===== config.mk =====
export PLATFORM = sky130hd
export DESIGN_NAME = ram_port_arbiter
export DESIGN_NICKNAME = d
export VERILOG_FILES = /design/src/rtl/ram_port_arbiter.sv
export SDC_FILE = /design/constraint.sdc
export NUM_CORES = 1
export LEC_CHECK = 0
export ABC_AREA = 1
export CORE_MARGIN = 3
export CORE_UTILIZATION = 39
export DETAILED_ROUTE_END_ITERATION = 12
export PLACE_DENSITY = 0.95
export SLEW_MARGIN = 20
export SYNTH_ARGS = -nofsm -noshare
export SYNTH_HDL_FRONTEND = slang
export SYNTH_SLANG_ARGS = --single-unit

===== constraint.sdc =====
create_clock -name clk -period 2.9 [get_ports clk]
set_input_delay 0.58 -clock clk [delete_from_list [all_inputs] [get_ports clk]]
set_output_delay 0.58 -clock clk [all_outputs]
set_load 0.01 [all_outputs]

===== src/rtl/ram_port_arbiter.sv =====
// Arbitrates the shared single-port RAM between the CPU core and the host loader/debug port.
// The CPU has priority, with a starvation override and a host exclusive-lock mode.
module ram_port_arbiter #(
  parameter int unsigned AW           = 8,
  parameter int unsigned DW           = 8,
  parameter int unsigned STARVE_LIMIT = 4
) (
  input  logic          clk,
  input  logic          rst,
  input  logic          cpu_rden,
  input  logic          cpu_wren,
  input  logic [AW-1:0] cpu_addr,
  input  logic [DW-1:0] cpu_wdata,
  output logic [DW-1:0] cpu_rdata,
  output logic          cpu_hold,
  input  logic          host_req,
  input  logic          host_we,
  input  logic          host_lock,
  input  logic [AW-1:0] host_addr,
  input  logic [DW-1:0] host_wdata,
  output logic          host_gnt,
  output logic          host_rvalid,
  output logic [DW-1:0] host_rdata,
  output logic          host_locked,
  output logic [AW-1:0] ram_addr,
  output logic [DW-1:0] ram_data_in,
  output logic          ram_rden,
  output logic          ram_wren,
  input  logic [DW-1:0] ram_data_out
);

  typedef enum logic {SHARE, LOCKED} state_t;
  typedef enum logic [1:0] {OWN_NONE, OWN_CPU, OWN_HOST} owner_t;

  localparam logic [3:0] LIMIT = 4'(STARVE_LIMIT);

  state_t        state, state_nxt;
  owner_t        rd_owner, rd_owner_nxt;
  logic [3:0]    wait_cnt, wait_cnt_nxt;
  logic [DW-1:0] cpu_rdata_q, host_rdata_q;
  logic          cpu_gnt;
  logic          cpu_acc;

  assign cpu_acc = cpu_rden | cpu_wren;

  always_ff @(posedge clk) begin
    if (rst) begin
      state        <= SHARE;
      wait_cnt     <= '0;
      rd_owner     <= OWN_NONE;
      cpu_rdata_q  <= '0;
      host_rdata_q <= '0;
    end else begin
      state        <= state_nxt;
      wait_cnt     <= wait_cnt_nxt;
      rd_owner     <= rd_owner_nxt;
      cpu_rdata_q  <= cpu_rdata;
      host_rdata_q <= host_rdata;
    end
  end

  // Reset gates every output combinationally so a read in flight at the reset edge never surfaces.
  always_comb begin
    state_nxt    = state;
    wait_cnt_nxt = '0;
    rd_owner_nxt = OWN_NONE;
    cpu_gnt      = 1'b0;
    host_gnt     = 1'b0;
    cpu_hold     = 1'b0;
    host_locked  = 1'b0;
    ram_addr     = '0;
    ram_data_in  = '0;
    ram_rden     = 1'b0;
    ram_wren     = 1'b0;
    cpu_rdata    = '0;
    host_rdata   = '0;
    host_rvalid  = 1'b0;
    if (!rst) begin
      unique case (state)
        SHARE: begin
          if (host_req && wait_cnt == LIMIT) begin
            host_gnt = 1'b1;
            cpu_hold = 1'b1;
          end else if (cpu_acc) begin
            cpu_gnt = 1'b1;
            if (host_req) wait_cnt_nxt = wait_cnt + 4'd1;
          end else if (host_req) begin
            host_gnt = 1'b1;
          end
          if (host_lock) state_nxt = LOCKED;
        end
        LOCKED: begin
          cpu_hold    = 1'b1;
          host_locked = 1'b1;
          host_gnt    = host_req;
          if (!host_lock && !host_req) state_nxt = SHARE;
        end
      endcase

      if (host_gnt) begin
        ram_addr    = host_addr;
        ram_data_in = host_wdata;
        ram_wren    = host_we;
        ram_rden    = !host_we;
        if (!host_we) rd_owner_nxt = OWN_HOST;
      end else if (cpu_gnt) begin
        ram_addr    = cpu_addr;
        ram_data_in = cpu_wdata;
        ram_wren    = cpu_wren;
        ram_rden    = !cpu_wren;
        if (!cpu_wren) rd_owner_nxt = OWN_CPU;
      end

      cpu_rdata   = (rd_owner == OWN_CPU)  ? ram_data_out : cpu_rdata_q;
      host_rdata  = (rd_owner == OWN_HOST) ? ram_data_out : host_rdata_q;
      host_rvalid = (rd_owner == OWN_HOST);
    end
  end

endmodule


---- Yosys cells after proc, flatten, opt, wreduce, memory -nomap -nowiden ----
Cells that the tools add are included.
storage, ports and cells
  bits in registers ....................... 23
  input bits .............................. 47
  output and inout port bits .............. 38
  logic and storage cells ................. 59
cells by class
  $add $sub $neg .......................... 1
  eq/ne operators ......................... 3
  multiplexer cells ....................... 39
  bitwise operators ....................... 4
  reduce and logical (&&, ||, !) cells .... 7
operator list
  operator               count
  $mux W8                10
  $mux W1                24
  $pmux W1 S2            3
  $reduce_or A5 Y1       1
  $add A4 B1 Y4 const B  1
  $eq A4 B3 Y1 const B   1
  $logic_not A1 Y1       4
  $mux W2                2
  $not A1 Y1             3
  $eq A2 B1 Y1 const B   1
  $eq A2 B2 Y1 const B   1
  $logic_and A1 B1 Y1    2
  $or A1 B1 Y1           1

---- Logic depth before layout (Yosys ltp) ----
Gate-level depths: netlist of run 1.
  depth in word-level cells ............... 8
  depth in mapped cells ................... 8
  gate-level depth less buffers ........... 8

---- Least setup slack after synthesis of run 1 ----
No wires, ideal clock.
  path kind ............................... input to output
  start point ............................. input cpu_rden
  end point ............................... output ram_rden
  arrival ................................. 1.251 ns
  data required time ...................... 2.320 ns
  path slack .............................. 1.069 ns
  stages .................................. 5
  cells stage by stage .................... nor2_1 -> nor2_4 -> nand2_4 -> nand2_2 -> o21ai_0
between the ends
  longest elaborated chain between the ends .. 8
  elaborated cells on any way between the ends .. 12
  classes of those cells .................. mux: 11; bitwise: 1
ends and longest elaborated chain
  what              line  source
  start, declared   10    input logic cpu_rden,
  $or A1 B1 Y1 (*)  44    assign cpu_acc = cpu_rden | cpu_wren;
  $mux W1           84    end else if (cpu_acc) begin
  $mux W1           81    if (host_req && wait_cnt == LIMIT) begin
  $mux W1           79    unique case (state)
  $mux W1           78    if (!rst) begin
  $mux W1           106   end else if (cpu_gnt) begin
  $mux W1 (*)       100   if (host_gnt) begin
  $mux W1 (*)       78
  end, declared     27    output logic ram_rden,
Mark *: on every way between the ends. The rest lies on a longest branch, timed or not. The select of a mux whose other input is x is not followed.

---- Worst setup path in the final report of run 1 ----
  start point ............................. input cpu_wren
  end point ............................... output ram_addr[6]
between the ends
  longest elaborated chain between the ends .. 8
  elaborated cells on any way between the ends .. 12
  classes of those cells .................. mux: 11; bitwise: 1
ends and longest elaborated chain
  what              line  source
  start, declared   11    input logic cpu_wren,
  $or A1 B1 Y1 (*)  44
  $mux W1           84
  $mux W1           81
  $mux W1           79
  $mux W1           78
  $mux W8           106
  $mux W8 (*)       100
  $mux W8 (*)       78
  end, declared     25    output logic [AW-1:0] ram_addr,
Marked as above.

==> results.yml, run 1 <==
global_route:
  grt_max_degree: 19
  grt_pass1_vias: 1442
  grt_usage_pct: 19.3
  grt_pass1_wl_um: 6350
  overflow: 0
  antenna_found_initial: 0
layout:
  fin_util_pct: 73.7
  final_cell_area_um2: 2290
  syn_to_final_growth_pct: 77.0
  final_nets: 327
  antenna_cells: 0
  layout-drive-gt1-share_pct: 11.2
  n_fill_cell: 246
critical_path:
  crit_family: "buffers and inverters"
  arrival_ns: 2.26
  path_buf_inv: 3
  worstPathCellList: "clkdlybuf4s50_1 -> nor2_2 -> nor2_4 -> nand3_2 -> buf_12 -> o21ai_2 -> clkdlybuf4s50_1"
  crit_type: "in2out"
  worstPathRequired_ns: 2.32
  endpoint_kind: "output port"
  cp-start-kind: "primary input"
  cp_max_fo: 16
  crit_slowest_cell: "clkdlybuf4s50_1"
  slowest_delay_ns: 0.55
  cp_common_cell: "clkdlybuf4s50_1"
route:
  drt_wl_total_um: 4070
  postRouteAntennaNets: 0
  drc: 0
  vias: 1522
  drt_pass1_iterations: 4
  viasPerCell: 4.74
  wire_per_inst_um: 12.7
  drt_iter0_markers: 50
placed_design:
  dpl_cell_area_um2: 2180
  dp_hpwl_um: 3130
  globalplace.congestion: 0.798
  pre_cts_ws_ns: -0.00593
  numPortBuffers: 84
timing:
  finalCritPeriodShare_pct: 97.9
  final_max_slew_viol_count: 0
  fin_crit_ns: 2.84
  worst_slack_ns: 0.0603
  slew_headroom_pct: 77.3
  fmax_mhz: 352
  final_hold_viol_count: 0
  setup_viol: 0
  fin_hold_ws_ns: 0.482
  worstMarginPinSlew_ns: 0.340
  rsz0062_at_grt: "yes"
  skew_ns: 0.00327
yosys:
  synth_xor_area_share_pct: 1.36
  synth_cell_types: 23
  syn_area_per_cell_um2: 6.87
  synth_fa_ha_area_share_pct: 1.94
  synthesis.instances: 188
  synth_compound_area_share_pct: 16.1
  synth_area_um2: 1290
  ys_warn_count: 0
  seq_area_frac_synth_pct: 35.6
  muxShareOfSynthArea_pct: 0
  ys_ff_latch: 23
  synth_top_family_by_area: "simple AND/OR/NAND/NOR gates"
  synth_fp_nets: 237
  yosys.area_share.simple_pct: 32.7
clocking:
  cts-buffers-inserted: 3
  cts.sinks: 23
  cts_tree: "built"
  clock_latency_ns: 0.31
  clk_pin_slew_ns: 0.12
  cts-root-buf: "clkbuf_4"
  htreeDepth: 1
  cts-hold-fix-buffers: 0
  cts_buffer_depth: 2
floorplanning:
  dieWidth_um: 63.6
  design.core.area_um2: 3100
  rows: 20
  start_util_pct: 41.7
  dieArea_um2: 4040
  io_pins: 85
  die_h_um: 63.6
power:
  p_leak_uw: 0.00120
  finalPower_uw: 725
  power_density_nw_per_um2: 317
  irDropWorstVdd_mv: 0.190
job:
  maxCapViolCount: 0
outcome:
  status: "completed"
hold_path:
  hold_class: "reg2reg"
[timing repair]
item / CTS / global route
pin swaps: 1 / 1
gates resized for setup: 1 / 17
hold endpoints to repair: 0 / 0
endpoints found under the setup margin: 2 / 10
buffers inserted: 0 / 2
[flip-flops by register name, indices dropped and copies added (netlist names)]
| name | flops |
|---|---|
| rd_owner | 2 |
| cpu_rdata_q | 8 |
| state | 1 |
| host_rdata_q | 8 |
| wait_cnt | 4 |
[worst register-to-register path: stages, from the launching register on]
cell and delay, ns:
dfxtp_1 0.41, inv_1 0.06, ha_1 0.22, nand3_2 0.14, nand3_1 0.19, nor2_1 0.15
[cells by family after synthesis]
group                      count (synthesis)
AOI/OAI and AO/OA                         34
buffers and inverters                     35
DFF                                       23
adders and majority gates                  2
xor gates and xnor gates                   2
and+or+nand+nor                           92
[report_power, final]
part           total [µW]  internal (µW)  leakage [µW]  switching (µW)
Combinational         245            137      0.000998             107
Clock                 146           51.6     0.0000177            94.8
Sequential            334            329      0.000188            5.04
[area by class of cell]
cell class	count	area, µm²	share of cell area, %
Clock inverter	1	5.00	0.219
Sequential cell	23	460	20.1
Clock buffer	3	22.5	0.985
Multi-Input combinational cell	130	684	29.9
Timing Repair Buffer	90	947	41.4
Inverter	30	113	4.92
Tap cell	44	55.1	2.41
[per-stage QoR]
| step | cells | setup TNS (ns) |
|---|---|---|
| 6_report | 321 | 0 |
| 5_1_grt | 321 | -0.0364 |
| 4_1_cts | 319 | 0 |
| 3_5_place_dp | 315 | -0.0109 |
| 3_3_place_gp | 315 | 0 |
| 2_1_floorplan | 188 | 0 |
[cells in the mapped netlist (all sizes together)]
cell type  instances  share of area (%)
xnor2              1               0.68
xor2               1               0.68
inv               30                8.7
ha                 2                1.9
a21oi              1               0.39
nand2              7                2.8
buf                5                3.6
nand4              2               0.97
nand3             21                8.9
dfxtp             23                 36
nor2              62                 20
o21ai             33                 16
[cell usage in the layout (no fill, tap or decap)]
cell	n
nand3_2	2
inv_2	3
a21oi_1	1
nor2_1	58
nor2_4	1
buf_4	4
buf_12	2
nand3_1	19
xor2_1	1
dfxtp_1	23
nand2_8	1
o21ai_1	2
clkinv_2	1
nand4_1	2
clkbuf_4	3
o21ai_2	10
dlygate4sd2_1	1
nand2_2	1
inv_1	27
ha_1	2
nand2_1	5
o21ai_0	21
nor2_8	1
dlymetal6s2s_1	15
xnor2_1	1
clkdlybuf4s50_1	68
nor2_2	2
[per-layer routing]
metal / track usage, % / vias up / share of wire [%]
met5: 0 / - / 0
met4: 9.43 / 0 / 4.4
met3: 4.28 / 20 / 4.5
met2: 33.0 / 57 / 53
met1: 22.4 / 672 / 38
li1: - / 773 / -
[worst paths after layout]
check | endpoint | from | depth (start not counted) | slack, ns
worst max-delay path | ram_addr[6] | cpu_wren | 7 | 0.06
worst min-delay path | cpu_rdata_q[2]$_SDFF_PP0_ | cpu_rdata_q[2]$_SDFF_PP0_ | 2 | 0.48
worst max register to register | wait_cnt[2]$_SDFF_PP0_ | wait_cnt[0]$_SDFF_PP0_ | 5 | 1.68
worst min register to register | cpu_rdata_q[2]$_SDFF_PP0_ | cpu_rdata_q[2]$_SDFF_PP0_ | 2 | 0.48
Power figures use the tool's default switching activity.
==> run 2: changes to the inputs <==
Settings changed: TNS_END_PERCENT set to 100.
==> results of run 2 <==
No change in the layout: final DEF, timing and power equal those of run 1.
==> run 3: changes to the inputs <==
Settings changed: ABC_AREA 1 to unset, CORE_UTILIZATION 39 to 36.
==> run 3 against run 2 <==
Against the previous run: utilization shrank 0.89 points; largest cell class unchanged; sequential power is essentially flat; setup slack lost 0.0077 ns; final area shrank 7.7%; synthesized area shrank 10%; power shrank 6.2%; highest routed layer unchanged; sequential share of layout area grew 1.7 points; global-route usage shrank 1.3 points; critical endpoint is now ram_data_in[4]; critical path depth grew 1; first-iteration DRC count grew 40%; clock skew grew 0.0024 ns; largest power group unchanged.
==> results.yml, run 3 <==
global_route:
  grt_max_degree: 24
  grt_pass1_wl_um: 5820
  overflow: 0
  grt_usage_pct: 18.0
  antenna_found_initial: 0
  grt_pass1_vias: 1334
critical_path:
  worstPathRequired_ns: 2.32
  worstPathCellList: "clkdlybuf4s50_1 -> nor2_2 -> a2111oi_4 -> buf_4 -> buf_4 -> buf_4 -> a22o_1 -> clkdlybuf4s15_1"
  crit_type: "in2out"
  arrival_ns: 2.27
  crit_family: "buffers and inverters"
  cp-start-kind: "primary input"
  path_buf_inv: 5
  crit_slowest_cell: "clkdlybuf4s50_1"
  endpoint_kind: "output port"
  slowest_delay_ns: 0.51
  cp_common_cell: "buf_4"
  cp_max_fo: 3
layout:
  layout-drive-gt1-share_pct: 9.13
  reg_top3: "cpu_rdata_q (8), host_rdata_q (8), wait_cnt (4)"
  syn_to_final_growth_pct: 82.5
  antenna_cells: 0
  layout_commonest_cell: "clkdlybuf4s50_1"
  final_nets: 280
  final_cell_mix: "clkdlybuf4s50_1 (66), dfxtp_1 (22), nor2_1 (19), a21oi_1 (18)"
  stdcell_count: 272
yosys:
  synth_cell_types: 23
  synth_edf_count: 0
  synth_top_area_share_pct: 39.8
  synth_largest_area_cell: "dfxtp_1"
  ys_ff_latch: 23
  synth_area_um2: 1160
  syn_area_per_cell_um2: 8.33
  synthFlopType: "dfxtp_1"
  ys_warn_count: 0
  synth_top_cells_by_area: "dfxtp_1 (40%), a22o_1 (13%), a21oi_1 (7.8%)"
  synth_commonest_cells: "dfxtp_1 (23), nor2_1 (20), a21oi_1 (18)"
  yosysMostFrequentCell: "dfxtp_1"
  ys_async_sr_fraction_pct: 0
  synthesis.instances: 139
  seq_area_frac_synth_pct: 39.8
  synth_fp_nets: 188
clocking:
  cts-buffers-inserted: 3
  htreeDepth: 1
  cts-root-buf: "clkbuf_4"
  clock_latency_ns: 0.30
  clk_pin_slew_ns: 0.12
  cts_buffer_depth: 2
  cts.sinks: 23
  cts_tree: "built"
  cts-hold-fix-buffers: 0
floorplanning:
  io_pins: 85
  die_h_um: 62.7
  dieWidth_um: 62.7
  design.core.area_um2: 2900
  dieArea_um2: 3930
  rows: 19
  start_util_pct: 39.9
timing:
  finalCritPeriodShare_pct: 98.2
  fin_crit_ns: 2.85
  worst_slack_ns: 0.0526
  fmax_mhz: 351
  final_hold_viol_count: 0
  slew_headroom_pct: 60.9
  skew_ns: 0.00571
  worstMarginPinSlew_ns: 0.585
  setup_viol: 0
  final_max_slew_viol_count: 0
  fin_tns_setup_ns: 0
route:
  drt_pass1_iterations: 4
  vias: 1333
  drt_iter0_markers: 70
  drt_wl_total_um: 3570
  wire_per_inst_um: 13.1
  viasPerCell: 4.90
  postRouteAntennaNets: 0
  drc: 0
placed_design:
  pre_cts_ws_ns: -0.162
  dp_hpwl_um: 2800
  placedCellCount: 264
  numPortBuffers: 84
  globalplace.congestion: 0.721
power:
  p_leak_uw: 0.000925
  switching_power_uw: 175
  seqPwrFrac_pct: 48.6
  power.internal_uw: 506
  power_density_nw_per_um2: 322
  combPwrFrac_pct: 30.6
  irDropWorstVdd_mv: 0.267
  switching_share_pct: 25.6
  finalPower_uw: 681
  power_frac_clock_pct: 20.8
hold_path:
  hold_class: "reg2reg"
outcome:
  status: "completed"
job:
  maxCapViolCount: 0
[run 3: worst register-to-register path: cells and delay by family (launching register included)]
family                   cells  cell delay, ns
adder cells (fa/ha/maj)      1            0.17
AND/OR/NAND/NOR              2            0.36
flip-flops                   1            0.38
buffers and inverters        2            0.25
AO/OA/AOI/OAI                1            0.37
[run 3: path summary, 6_finish.rpt]
path                          start                endpoint  slack (ns)  cells past startpoint
max                        cpu_wren          ram_data_in[4]        0.05                      8
min reg2reg  wait_cnt[0]$_SDFF_PP0_  wait_cnt[0]$_SDFF_PP0_        0.45                      1
max reg2reg  wait_cnt[1]$_SDFF_PP0_  rd_owner[1]$_SDFF_PN0_        1.29                      6
min          wait_cnt[0]$_SDFF_PP0_  wait_cnt[0]$_SDFF_PP0_        0.45                      1
[run 3: cell families (layout without fill, tap and decap cells)]
group | Yosys count | in the layout | synth area share [%]
and+or+nand+nor | 50 | 50 | 19.0
AOI/OAI and AO/OA | 38 | 38 | 24.8
DFF | 23 | 23 | 39.8
buffers and inverters | 16 | 107 | 5.84
muxes | 8 | 8 | 6.92
adders and majority gates | 2 | 2 | 2.16
xor gates and xnor gates | 2 | 2 | 1.51
[run 3: area by class of cell]
cell class | instances | area (µm²)
multi-input combinational | 100 | 632
tap | 42 | 52.6
fill | 238 | 788
inverter | 6 | 22.5
clock buffer | 4 | 26.3
timing repair buffer | 97 | 917
sequential | 23 | 462
[run 3: what timing repair did]
| action | in CTS | in global routing |
|---|---|---|
| pin swaps | 0 | 1 |
| endpoints found under the setup margin | 18 | 2 |
| gates resized for setup | 21 | 3 |
| setup buffers | 3 | 1 |
| cloned | 0 | 0 |
[run 3: power groups by stage]
| stage | combinational, µW | sequential, µW | clock (µW) |
|---|---|---|---|
| final | 208 | 331 | 142 |
| after global routing | 224 | 332 | 158 |
| after CTS | 208 | 331 | 147 |
| after detailed placement | 215 | 338 | 0 |
| after global placement | 211 | 337 | 0 |
| after floorplan | 79.6 | 336 | 0 |
[run 3: per-stage QoR]
stage	instance area (µm²)	utilization (%)	hold WS (ns)
2_1_floorplan	1160	-	0.444
3_3_place_gp	2070	71.5	0.452
3_5_place_dp	2070	71.5	0.459
4_1_cts	2110	72.6	0.449
5_1_grt	2110	72.8	0.469
6_report	2110	72.8	0.449
[run 3: per-layer routing]
layer	global-route usage, %	up-vias	share of wire [%]
li1	-	669	-
met1	19.3	599	40
met2	33.8	63	52
met3	6.29	2	8.2
met4	3.31	0	0.50
met5	0	-	0
